[config.mk]
export PLATFORM = sky130hd
export DESIGN_NAME = imem_program_loader_flat
export DESIGN_NICKNAME = d
export VERILOG_FILES = /design/src/rtl/imem_program_loader_if.sv /design/src/rtl/imem_program_loader.sv /design/src/flat_wrapper.sv
export SDC_FILE = /design/constraint.sdc
export NUM_CORES = 1
export LEC_CHECK = 0
export BUFFER_PORTS_ARGS = -buffer_cell sky130_fd_sc_hd__buf_4
export CAP_MARGIN = 40
export CORE_AREA = 2 2 112 60
export CTS_BUF_LIST = sky130_fd_sc_hd__clkbuf_16
export CTS_CLUSTER_SIZE = 30
export DETAILED_ROUTE_END_ITERATION = 8
export DIE_AREA = 0 0 114 62
export GPL_TIMING_DRIVEN = 1
export PLACE_DENSITY = 0.94
export SLEW_MARGIN = 20
export SYNTH_ARGS = -nofsm -noshare
export SYNTH_HDL_FRONTEND = slang
export SYNTH_SLANG_ARGS = --single-unit
[constraint.sdc]
create_clock -name clk -period 4.6 [get_ports clk]
set_clock_uncertainty 0.05 [all_clocks]
set_input_delay 0.69 -clock clk [delete_from_list [all_inputs] [get_ports clk]]
set_output_delay 0.69 -clock clk [all_outputs]
set_load 0.01 [all_outputs]
[src/rtl/imem_program_loader_if.sv]
// Loader bus bundle: host byte stream (valid/ready) plus the instruction-memory write port.
interface imem_program_loader_if #(
   parameter int ADDR_WIDTH = 8
);
   logic                  in_valid;
   logic [7:0]            in_data;
   logic                  in_ready;
   logic                  imem_we;
   logic [ADDR_WIDTH-1:0] imem_addr;
   logic [31:0]           imem_wdata;

   modport master (
      output in_valid, in_data,
      input  in_ready, imem_we, imem_addr, imem_wdata
   );

   modport slave (
      input  in_valid, in_data,
      output in_ready, imem_we, imem_addr, imem_wdata
   );
endinterface

[src/rtl/imem_program_loader.sv]
// Length-prefixed little-endian byte stream -> 32-bit instruction-memory writes; holds the core in reset while loading.
// Optional trailing XOR checksum byte enabled by defining IMEM_LOADER_CHECKSUM_EN.
module imem_program_loader #(
   parameter int ADDR_WIDTH = 8
) (
   input  logic                  clk,
   input  logic                  reset,
   input  logic                  start,
   imem_program_loader_if.slave  bus,
   output logic                  cpu_reset,
   output logic                  busy,
   output logic                  done,
   output logic                  error,
   output logic [15:0]           word_count
);

   typedef enum logic [2:0] {
      S_IDLE,
      S_HDR0,
      S_HDR1,
      S_DATA,
      S_WRITE,
      S_RUN,
      S_ERR
`ifdef IMEM_LOADER_CHECKSUM_EN
      , S_CSUM
`endif
   } state_t;

   localparam logic [16:0] CAPACITY = 17'(1) << ADDR_WIDTH;

   state_t                state_q, state_d;
   logic [15:0]           count_q, count_d;
   logic [ADDR_WIDTH-1:0] widx_q, widx_d;
   logic [1:0]            bidx_q, bidx_d;
   logic [31:0]           word_q, word_d;
`ifdef IMEM_LOADER_CHECKSUM_EN
   logic [7:0]            csum_q, csum_d;
`endif

   logic [15:0] hdr_count;
   logic        last_word;

   assign hdr_count  = {bus.in_data, count_q[7:0]};
   assign last_word  = (16'(widx_q) == (count_q - 16'd1));
   assign word_count = count_q;

   always_ff @(posedge clk or negedge reset) begin
      if (!reset) begin
         state_q <= S_IDLE;
         count_q <= '0;
         widx_q  <= '0;
         bidx_q  <= '0;
         word_q  <= '0;
`ifdef IMEM_LOADER_CHECKSUM_EN
         csum_q  <= '0;
`endif
      end else begin
         state_q <= state_d;
         count_q <= count_d;
         widx_q  <= widx_d;
         bidx_q  <= bidx_d;
         word_q  <= word_d;
`ifdef IMEM_LOADER_CHECKSUM_EN
         csum_q  <= csum_d;
`endif
      end
   end

   always_comb begin
      state_d = state_q;
      count_d = count_q;
      widx_d  = widx_q;
      bidx_d  = bidx_q;
      word_d  = word_q;
`ifdef IMEM_LOADER_CHECKSUM_EN
      csum_d  = csum_q;
`endif
      case (state_q)
         S_IDLE, S_RUN, S_ERR: begin
            if (start) begin
               state_d = S_HDR0;
               count_d = '0;
               widx_d  = '0;
               bidx_d  = '0;
`ifdef IMEM_LOADER_CHECKSUM_EN
               csum_d  = '0;
`endif
            end
         end
         S_HDR0: begin
            if (bus.in_valid) begin
               count_d[7:0] = bus.in_data;
               state_d      = S_HDR1;
            end
         end
         S_HDR1: begin
            if (bus.in_valid) begin
               count_d[15:8] = bus.in_data;
               widx_d        = '0;
               bidx_d        = '0;
               if (hdr_count == 16'd0) begin
`ifdef IMEM_LOADER_CHECKSUM_EN
                  state_d = S_CSUM;
`else
                  state_d = S_RUN;
`endif
               end else if ({1'b0, hdr_count} > CAPACITY) begin
                  state_d = S_ERR;
               end else begin
                  state_d = S_DATA;
               end
            end
         end
         S_DATA: begin
            if (bus.in_valid) begin
               word_d[{bidx_q, 3'b000} +: 8] = bus.in_data;
               bidx_d = bidx_q + 2'd1;
`ifdef IMEM_LOADER_CHECKSUM_EN
               csum_d = csum_q ^ bus.in_data;
`endif
               if (bidx_q == 2'd3) state_d = S_WRITE;
            end
         end
         S_WRITE: begin
            if (last_word) begin
`ifdef IMEM_LOADER_CHECKSUM_EN
               state_d = S_CSUM;
`else
               state_d = S_RUN;
`endif
            end else begin
               widx_d  = widx_q + 1'b1;
               state_d = S_DATA;
            end
         end
`ifdef IMEM_LOADER_CHECKSUM_EN
         S_CSUM: begin
            if (bus.in_valid) state_d = (bus.in_data == csum_q) ? S_RUN : S_ERR;
         end
`endif
         default: state_d = S_IDLE;
      endcase
   end

   always_comb begin
      bus.in_ready   = 1'b0;
      bus.imem_we    = 1'b0;
      bus.imem_addr  = '0;
      bus.imem_wdata = '0;
      cpu_reset      = 1'b1;
      busy           = 1'b0;
      done           = 1'b0;
      error          = 1'b0;
      case (state_q)
         S_HDR0, S_HDR1, S_DATA: begin
            bus.in_ready = 1'b1;
            busy         = 1'b1;
         end
         S_WRITE: begin
            busy           = 1'b1;
            bus.imem_we    = 1'b1;
            bus.imem_addr  = widx_q;
            bus.imem_wdata = word_q;
         end
         S_RUN: begin
            cpu_reset = 1'b0;
            done      = 1'b1;
         end
         S_ERR: error = 1'b1;
`ifdef IMEM_LOADER_CHECKSUM_EN
         S_CSUM: begin
            bus.in_ready = 1'b1;
            busy         = 1'b1;
         end
`endif
         default: ;
      endcase
   end

endmodule

[src/flat_wrapper.sv]
// flat-port wrapper written by rule: the top's interface ports become plain ports
module imem_program_loader_flat 
#(
   parameter int ADDR_WIDTH = 8
)
  (clk, reset, start, cpu_reset, busy, done, error, word_count, bus_in_valid, bus_in_data, bus_in_ready, bus_imem_we, bus_imem_addr, bus_imem_wdata);
  imem_program_loader_if #(.ADDR_WIDTH(ADDR_WIDTH)) bus_i ();
  input  logic clk;
  input  logic reset;
  input  logic start;
  output logic cpu_reset;
  output logic busy;
  output logic done;
  output logic error;
  output logic [15:0] word_count;
  input wire logic [$bits(bus_i.in_valid)-1:0] bus_in_valid;
  input wire logic [$bits(bus_i.in_data)-1:0] bus_in_data;
  output wire logic [$bits(bus_i.in_ready)-1:0] bus_in_ready;
  output wire logic [$bits(bus_i.imem_we)-1:0] bus_imem_we;
  output wire logic [$bits(bus_i.imem_addr)-1:0] bus_imem_addr;
  output wire logic [$bits(bus_i.imem_wdata)-1:0] bus_imem_wdata;
  assign bus_i.in_valid = bus_in_valid;
  assign bus_i.in_data = bus_in_data;
  assign bus_in_ready = bus_i.in_ready;
  assign bus_imem_we = bus_i.imem_we;
  assign bus_imem_addr = bus_i.imem_addr;
  assign bus_imem_wdata = bus_i.imem_wdata;
  imem_program_loader #(.ADDR_WIDTH(ADDR_WIDTH)) u_core (.clk(clk), .reset(reset), .start(start), .bus(bus_i), .cpu_reset(cpu_reset), .busy(busy), .done(done), .error(error), .word_count(word_count));
endmodule
==> out/metrics.yaml, run 1 <==
outcome:
  status: "complete, no violations"
grt:
  use_met1_pct: 44.3
  use_met3_pct: 8.44
  met2_usage_pct: 44.3
  grt-busiest-layer: "met1"
  grt_pass1_wl_microns: 15800
  grt_overflow: 0
  grt_max_degree: 62
  grtUsageTotal_pct: 30.3
  grt_pass1_vias: 3007
  antenna_found_initial: 0
synthesis:
  yosysSeqAreaShare_pct: 43.9
  ys_warn_count: 0
  avgSynthCellArea_sq_um: 8.40
  syn_nets: 434
  yosysUniqueCellTypes: 45
  synthesis.area_sq_um: 3480
  synth_edf_count: 0
  synth_cells: 414
  synthArstFlopShare_pct: 100
  synth-seq-cells: 61
  ys.flop_type: "dfrtp_1"
detailed_routing:
  wl_microns: 10500
  drt-initial-drc-count: 409
  drc_errors: 0
  vias: 3453
  avgViaCountPerCell: 6.10
  wire_per_inst_microns: 18.5
  first_pass_iters: 5
  ant_nets: 0
final_layout:
  mostFrequentLayoutCells: "nand2_1 (86), buf_4 (76), dfrtp_1 (61), and3_1 (44), o21ai_0 (37)"
  n_antenna_cell: 0
  nets: 501
  utilization_pct: 70.0
  syn_to_final_growth_pct: 25.9
  final_cells: 566
  mostFrequentLayoutCell: "nand2_1"
  layout-drive-gt1-share_pct: 20.4
floorplanning:
  ioPinCount: 74
  initial_core_util_pct: 55.6
  die_area_sq_um: 7070
  dieWidth_microns: 114
  coreArea_sq_um: 6250
  die_h_microns: 62
  rows: 21
job:
  maxCapViolations: 0
clock_tree:
  cts_tree: "done"
  postCtsSetupRepairBufs: 0
  htreeDepth: 3
  cts.clk_slew.worst_paths_ns: 0.05
  root_buffer: "clkbuf_16"
  cts_resized: 0
  clock_sinks: 61
  clk_path_buf_depth: 2
  clock_latency_ns: 0.33
  holdBufCountCts: 0
  cts_buffers: 9
placement:
  placedCellCount: 547
  gp_congestion: 0.961
  port_buffers: 73
  hpwl_microns: 7080
critical_path:
  startpoint_type: "flop"
  reg2reg_depth: 9
  required_ns: 3.86
  end_kind: "output pin"
  critical_path_class: "reg -> out"
  cp_max_fo: 23
  crit_arrival_ns: 2.37
  timing.rr.end: "u_core.widx_q[1]$_DFFE_PN0P_"
  reg2reg_from: "u_core.word_count[0]$_DFFE_PN0P_"
  r2r_slack_ns: 1.93
timing:
  worst_pin_slew_ns: 0.831
  hold_viol_final: 0
  fin_crit_sh_pct: 67.5
  fin_crit_ns: 3.11
  fmax_mhz: 322
  max_slew_margin_pct: 44.5
  rsz0062_at_grt: "false"
  setup_violations: 0
  tns_ns: 0
  maxSlewViolCount: 0
pwr:
  power_mw: 3.05
  power.density_nw_per_um2: 696
  ir_drop_mv: 0.418
  p_leak_nw: 2.21
hold_path:
  hp-class: "in -> async"
-- cell usage after synthesis (all sizes together) (4+ instances only) --
cell / number / area, sq um
ha: 8 / 100
mux2i: 4 / 40.0
a22o: 8 / 70.1
dfrtp: 61 / 1530
nor2: 13 / 48.8
nand3: 17 / 85.1
nor3: 9 / 50.1
o31ai: 4 / 30.0
nor4: 5 / 31.3
xor2: 6 / 52.6
o21ai: 51 / 255
nor3b: 4 / 30.0
inv: 17 / 63.8
xnor2: 6 / 52.6
and3: 44 / 275
nand2: 86 / 323
a21oi: 14 / 70.1
clkbuf: 22 / 82.6
nand2b: 4 / 25.0
-- critical path: stages (launching register included) --
cell,delay (ns)
dfrtp_1,0.57
nor2_2,0.61
buf_4,0.34
nand2_1,0.20
inv_2,0.16
buf_4,0.13
-- metal layers --
metal | part of all wire (%) | wire length [microns]
met5 | 0 | 0
met1 | 42 | 4440
met3 | 13 | 1390
met4 | 1.6 | 167
met2 | 43 | 4490
-- registers in the layout, indices dropped and copies added, names as in the netlist --
| signal | cells |
|---|---|
| u_core.bidx_q | 2 |
| u_core.word_q | 32 |
| u_core.state_q | 3 |
| u_core.widx_q | 8 |
| u_core.word_count | 16 |
-- power breakdown --
group          internal [mW]  switching (mW)
Combinational          0.592           0.875
Sequential             0.668           0.219
Clock                  0.466           0.231
Total                   1.73            1.33
-- stage by stage --
step                      setup WS (ns)  area (sq um)  hold slack [ns]
after floorplan                    2.30          3480            0.344
after global placement             2.04          4050            0.405
after detailed placement           1.90          4060            0.415
after CTS                          1.53          4370            0.422
after global routing               1.36          4380            0.445
final                              1.49          4380            0.385
-- kinds of logic after synthesis --
| logic type | after synthesis | share of synthesized area (%) |
|---|---|---|
| AOI/OAI and AO/OA | 95 | 16.3 |
| xor gates and xnor gates | 12 | 3.02 |
| adders and majority gates | 8 | 2.88 |
| buffers and inverters | 40 | 4.53 |
| DFF | 61 | 43.9 |
| muxes | 4 | 1.15 |
| and+or+nand+nor | 194 | 28.3 |
-- area by class of cell --
class	instances	area (sq um)
clock buffer	9	225
timing repair buffer	79	586
sequential	61	1530
clock inverter	7	81.3
fill	495	1870
tap	80	100
inverter	17	63.8
multi-input combinational	313	1800
-- how the worst max path moves through the flow --
stage,startpoint,to,slack [ns]
3_5_place_dp,u_core.state_q[0]$_DFFE_PN0P_,bus_imem_we,1.90
5_1_grt,u_core.state_q[0]$_DFFE_PN0P_,bus_imem_we,1.36
4_1_cts,u_core.state_q[0]$_DFFE_PN0P_,bus_imem_we,1.53
2_1_floorplan,u_core.word_count[0]$_DFFE_PN0P_,u_core.widx_q[7]$_DFFE_PN0P_,2.30
6_report,u_core.state_q[0]$_DFFE_PN0P_,bus_imem_we,1.49
3_3_place_gp,u_core.state_q[0]$_DFFE_PN0P_,bus_imem_we,2.04
No activity file was read; power rests on OpenSTA's default activity.
==> run 2: changes to the inputs <==
Settings changed: CORE_AREA 2 2 112 60 to 2 2 116 62, DIE_AREA 0 0 114 62 to 0 0 118 64, PLACE_DENSITY 0.94 to 0.89.
Clock period 4.6 ns to 3.1 ns, I/O delays scaled along.
==> out/metrics.yaml, run 2 (same netlist as run 1, synthesis figures left out) <==
placement:
  port_buffers: 73  # unchanged
  gp_congestion: 1.02  # +6.6%
  hpwl_microns: 7400  # +4.6%
  dpl_worst_slack_ns: 0.537  # -1.36 ns
timing:
  hold_viol_final: 0  # unchanged
  rsz0062_at_grt: "false"
  fin_crit_sh_pct: 85.2
  maxSlewViolCount: 0  # unchanged
  max_slew_margin_pct: 44.5  # about the same
  tns_ns: 0  # unchanged
  worst_pin_slew_ns: 0.831  # -0.000126 ns
  fin_crit_ns: 2.64
  setup_violations: 0  # unchanged
  layout_setup_ws_ns: 0.459  # -1.03 ns
  fmax_mhz: 379
critical_path:
  critical_path_class: "reg -> reg"
  startpoint_type: "flop"
  timing.rr.end: "u_core.widx_q[1]$_DFFE_PN0P_"
  critPathMaxStageDelay_ns: 0.54  # -0.07 ns
  reg2reg_depth: 7  # -2
  path_cells: "nor3_2, and3_1, o21ai_1, nor4_1, and4_4, nand2b_1, mux2i_1"
  crit_path_top_delay_cell: "nor3_2"
  r2r_slack_ns: 0.46  # -1.47 ns
  crit_buf_inv: 0  # -3
  end_kind: "flop"
  required_ns: 3.31  # -0.55 ns
  reg2reg_from: "u_core.word_count[3]$_DFFE_PN0P_"
  crit_arrival_ns: 2.85  # +0.48 ns
  cp_top_family: "simple AND/OR/NAND/NOR gates"
  cp_max_fo: 13  # -43%
detailed_routing:
  drt-initial-drc-count: 442  # +8.1%
  first_pass_iters: 6  # +1
  wl_microns: 10700  # +2.1%
  vias: 3486  # +0.96%
  avgViaCountPerCell: 6.01  # -1.5%
  wire_per_inst_microns: 18.5  # -0.32%
  drc_errors: 0  # unchanged
  ant_nets: 0  # unchanged
clock_tree:
  clk_path_buf_depth: 2  # unchanged
  clock_sinks: 61  # unchanged
  clock_latency_ns: 0.34  # about the same
  htreeDepth: 3  # unchanged
  postCtsSetupRepairBufs: 0  # unchanged
  cts_resized: 0  # unchanged
  cts.clk_slew.worst_paths_ns: 0.05  # about the same
  cts_buffers: 9  # unchanged
  cts_tree: "done"
  root_buffer: "clkbuf_16"
grt:
  grtUsageTotal_pct: 30.3  # -0.048 points
  antenna_found_initial: 0  # unchanged
  grt_max_degree: 62  # unchanged
  grt_pass1_vias: 3269  # +8.7%
  grt_overflow: 0  # unchanged
  grt_pass1_wl_microns: 17400  # +9.6%
final_layout:
  layout-drive-gt1-share_pct: 20.5  # +0.12 points
  nets: 505  # +0.80%
  utilization_pct: 67.6  # -2.4 points
  mostFrequentLayoutCell: "nand2_1"
  syn_to_final_growth_pct: 26.1
  largest-register: "u_core.word_q"
  nFillCells: 544  # +9.9%
  largest_reg_flops: 32  # unchanged
  n_antenna_cell: 0  # unchanged
  mostFrequentLayoutCells: "nand2_1 (86), buf_4 (78), dfrtp_1 (61), and3_1 (44), o21ai_0 (37)"
floorplanning:
  rows: 21  # unchanged
  coreArea_sq_um: 6490  # +3.8%
  die_area_sq_um: 7550  # +6.8%
  die_h_microns: 64  # +3.2%
  initial_core_util_pct: 53.6  # -2.0 points
  ioPinCount: 74  # unchanged
  dieWidth_microns: 118  # +3.5%
hold_path:
  hold_end: "u_core.word_q[15]$_DFFE_PN0P_"
  hp-class: "in -> reg"
  hp-start: "bus_in_data[7]"
  worstHoldPathCells: 3
outcome:
  status: "complete, no violations"
pwr:
  ir_drop_mv: 0.727  # +74%
  power_mw: 4.39  # +44%
  power.density_nw_per_um2: 1000  # +44%
  p_leak_nw: 2.21  # about the same
job:
  maxCapViolations: 0  # unchanged
==> run 2: what timing repair did <==
item | CTS | global route
setup endpoints to repair | 0 | 0
hold buffers | 0 | 1
hold endpoints to repair | 0 | 2
==> run 2: cell type report <==
class                   instances  area [sq um]  area share, %
well taps                      92           115           2.62
clock buffers                   9           225           5.13
repair buffers                 83           638           14.5
flip-flops and latches         61          1530           34.8
multi-input cells             313          1800           41.0
clock inverters                 5          21.3          0.485
inverters                      17          63.8           1.45
==> run 2: stage by stage <==
stage,hold slack [ns],instance area [sq um],instances
after floorplan,0.119,3480,414
after global placement,0.404,4090,561
after detailed placement,0.413,4090,561
after CTS,0.194,4340,575
after global routing,0.384,4390,580
final,0.382,4390,580
==> run 2: layer usage <==
metal  part of all wire, %  vias to the layer above  GRT usage [%]
met5                     0                        -              0
met4                   1.4                        0           9.79
met3                    13                       24           11.4
li1                      -                     1595              -
met1                    44                     1630           43.0
met2                    42                      237           42.4
==> run 2: worst max path at each step <==
stage,depth (start not counted),startpoint,end
4_1_cts,9,u_core.word_count[0]$_DFFE_PN0P_,u_core.widx_q[1]$_DFFE_PN0P_
3_5_place_dp,9,u_core.word_count[0]$_DFFE_PN0P_,u_core.widx_q[1]$_DFFE_PN0P_
3_3_place_gp,9,u_core.word_count[0]$_DFFE_PN0P_,u_core.widx_q[7]$_DFFE_PN0P_
5_1_grt,9,u_core.word_count[0]$_DFFE_PN0P_,u_core.widx_q[0]$_DFFE_PN0P_
2_1_floorplan,9,u_core.word_count[0]$_DFFE_PN0P_,u_core.widx_q[7]$_DFFE_PN0P_
6_report,7,u_core.word_count[3]$_DFFE_PN0P_,u_core.widx_q[1]$_DFFE_PN0P_
==> run 2: report_power, final <==
| group | leakage, nW | internal [mW] | switching, mW |
|---|---|---|---|
| logic | 1.25 | 0.899 | 1.30 |
| clock network | 0.127 | 0.518 | 0.343 |
| registers | 0.827 | 0.992 | 0.339 |
==> run 2: worst reg2reg max path, stage by stage, from the launching register on <==
cell and delay [ns]:
dfrtp_1 0.48, nor3_2 0.54, and3_1 0.27, o21ai_1 0.10, nor4_1 0.30, and4_4 0.36, nand2b_1 0.24, mux2i_1 0.22
==> run 3: changes to the inputs <==
Settings changed: ABC_AREA set to 1, CORE_AREA 2 2 116 62 to 2 2 120 64, DIE_AREA 0 0 118 64 to 0 0 122 66.
==> out/metrics.yaml, run 3 <==
outcome:
  status: "complete, no violations"
pwr:
  power.density_nw_per_um2: 1020  # +2.1%
  p_leak_nw: 2.46  # +12%
  ir_drop_mv: 0.487  # -33%
  power_mw: 4.81  # +9.6%
detailed_routing:
  drc_errors: 0  # unchanged
  vias: 3796  # +8.9%
  first_pass_iters: 6  # unchanged
  ant_nets: 0  # unchanged
  wire_per_inst_microns: 15.4  # -17%
  wl_microns: 10800  # +0.46%
  avgViaCountPerCell: 5.43  # -9.6%
  drt-initial-drc-count: 441  # -0.23%
timing:
  max_slew_margin_pct: 55.1  # +11 points
  tns_ns: 0  # unchanged
  maxSlewViolCount: 0  # unchanged
  fmax_mhz: 377  # -0.44%
  fin_crit_sh_pct: 85.6  # +0.37 points
  setup_violations: 0  # unchanged
  hold_viol_final: 0  # unchanged
  rsz0062_at_grt: "false"
  worst_pin_slew_ns: 0.673  # -0.158 ns
  fin_crit_ns: 2.65  # +0.0115 ns
  holdWs_ns: 0.360  # -0.0224 ns
clock_tree:
  holdBufCountCts: 0  # unchanged
  postCtsSetupRepairBufs: 0  # unchanged
  clock_latency_ns: 0.35  # about the same
  cts.clk_slew.worst_paths_ns: 0.05  # about the same
  clk_path_buf_depth: 2  # unchanged
  root_buffer: "clkbuf_16"
  cts_buffers: 9  # unchanged
  htreeDepth: 3  # unchanged
  clock_sinks: 61  # unchanged
  cts_tree: "done"
  cts_resized: 0  # unchanged
placement:
  place_area_sq_um: 4360  # +6.7%
  hpwl_microns: 8000  # +8.1%
  port_buffers: 73  # unchanged
  gp_congestion: 0.961  # -6.2%
synthesis:
  muxShareOfSynthArea_pct: 0  # -1.2 points
  synth_most_common_cell: "nand2_1"
  synth_edf_count: 0  # unchanged
  ys.flop_type: "dfrtp_1"
  yosys-top-cells-count: "nand2_1 (95), inv_1 (89), nor2_1 (82), dfrtp_1 (61), nand3_1 (46)"
  netlist.area_leader.share_pct: 40.4  # -3.5 points
  synth_top_area_cell: "dfrtp_1"
  synthArstFlopShare_pct: 100  # unchanged
  synth_fa_ha_area_share_pct: 2.65  # -0.23 points
  syn_nets: 549  # +26%
  synth_top_family_by_area: "simple AND/OR/NAND/NOR gates"
  synthesis.area_sq_um: 3780  # +8.6%
  avgSynthCellArea_sq_um: 7.14  # -15%
  yosysUniqueCellTypes: 30  # -33%
  synth_xor_area_share_pct: 2.32  # -0.70 points
  yosysSeqAreaShare_pct: 40.4  # -3.5 points
  synth_area_leaders: "dfrtp_1 (40%), nand2_1 (9.4%), inv_1 (8.8%), nor2_1 (8.1%), nand3_1 (6.1%)"
  synth_compound_gate_area_share_pct: 8.78  # -7.5 points
  synth_cells: 529  # +28%
  ys_warn_count: 0  # unchanged
  synth-simple-area-share_pct: 34.0  # +5.7 points
  synth-seq-cells: 61  # unchanged
grt:
  grt_pass1_vias: 3409  # +4.3%
  antenna_found_initial: 0  # unchanged
  grtUsageTotal_pct: 29.3  # -0.99 points
  grt_max_degree: 62  # unchanged
  grt_pass1_wl_microns: 17600  # +1.4%
  grt_overflow: 0  # unchanged
critical_path:
  startpoint_type: "flop"
  crit_buf_inv: 2  # +2
  cp_common_cell: "inv_1"
  cp_top_family: "flip-flops"
  reg2reg_depth: 7  # unchanged
  path_cells: "inv_1, ha_1, inv_1, nand2_1, nor2_1, nand3_1, o21ai_0"
  r2r_slack_ns: 0.45  # about the same
  critical_path_class: "reg -> reg"
  end_kind: "flop"
  crit_cells: 7  # unchanged
  crit_arrival_ns: 2.85  # about the same
  crit_path_top_delay_cell: "dfrtp_1"
  critPathMaxStageDelay_ns: 0.77  # +0.23 ns
  cp_max_fo: 22  # +9
  required_ns: 3.30  # about the same
final_layout:
  n_antenna_cell: 0  # unchanged
  largest-register: "u_core.word_q"
  layout-drive-gt1-share_pct: 20.2  # -0.26 points
  largest_reg_flops: 32  # unchanged
  syn_to_final_growth_pct: 24.8
  final_area_sq_um: 4710  # +7.4%
  mostFrequentLayoutCell: "nand2_1"
  mostFrequentLayoutCells: "nand2_1 (95), inv_1 (89), nor2_1 (82), buf_4 (75), dfrtp_1 (61)"
  nets: 618  # +22%
  utilization_pct: 67.2  # -0.45 points
floorplanning:
  rows: 22  # +4.8%
  die_area_sq_um: 8050  # +6.6%
  ioPinCount: 74  # unchanged
  coreArea_sq_um: 7020  # +8.2%
  initial_core_util_pct: 53.8  # +0.20 points
  die_h_microns: 66  # +3.1%
  dieWidth_microns: 122  # +3.4%
hold_path:
  hp-class: "in -> reg"
  worstHoldPathCells: 3  # unchanged
job:
  maxCapViolations: 0  # unchanged
==> run 3: cell types whose count changed in the layout (fill, tap and decap cells not counted), sizes merged, moves of 6 or more <==
cell | previous run | this run
nand4 | 3 | 22
nand3 | 17 | 48
a21oi | 14 | 4
nor2 | 13 | 98
and3 | 44 | 0
a22o | 8 | 0
nand2 | 86 | 101
o22ai | 2 | 8
inv | 18 | 93
==> run 3: metrics by stage <==
step           setup WS (ns)  instances
5_1_grt                0.180        699
3_3_place_gp           0.731        681
3_5_place_dp           0.529        681
4_1_cts                0.516        697
6_report               0.448        699
2_1_floorplan           1.01        529
==> run 3: layer usage <==
layer	vias up	share of wire, %	global-route usage [%]
li1	1805	-	-
met1	1748	47	43.6
met2	228	39	40.1
met3	15	14	9.22
met4	0	0.98	8.76
met5	-	0	0
==> run 3: power by group <==
group / switching (mW) / internal (mW)
registers: 0.222 / 1.05
logic: 1.63 / 0.835
clock network: 0.381 / 0.698
total: 2.23 / 2.58
==> run 3: layout make-up <==
class                           count  area, sq um
Clock inverter                      7         90.1
Timing Repair Buffer               77          601
Fill cell                         581         2300
Clock buffer                        9          225
Sequential cell                    61         1530
Inverter                           93          349
Multi-Input combinational cell    356         1800
Tap cell                           96          120
==> run 3: cells by family after synthesis <==
kind of cell               Yosys count
adders and majority gates            8
and+or+nand+nor                    276
AOI/OAI and AO/OA                   62
DFF                                 61
xor gates and xnor gates            10
buffers and inverters              112
==> run 3: path summary, 6_finish.rpt <==
path / start / to
max in group asynchronous: reset / u_core.widx_q[0]$_DFFE_PN0P_
min in group asynchronous: reset / u_core.word_q[10]$_DFFE_PN0P_
worst min-delay path: bus_in_data[7] / u_core.word_count[7]$_DFFE_PN0P_
worst max-delay path: u_core.bidx_q[0]$_DFFE_PN0P_ / u_core.word_q[4]$_DFFE_PN0P_
worst max register to register: u_core.bidx_q[0]$_DFFE_PN0P_ / u_core.word_q[4]$_DFFE_PN0P_
worst min register to register: u_core.word_q[6]$_DFFE_PN0P_ / u_core.word_q[6]$_DFFE_PN0P_
==> run 3: worst register-to-register path: stages (launching register included) <==
cell,delay [ns]
dfrtp_1,0.77
inv_1,0.25
ha_1,0.47
inv_1,0.30
nand2_1,0.08
nor2_1,0.40
nand3_1,0.12
o21ai_0,0.11
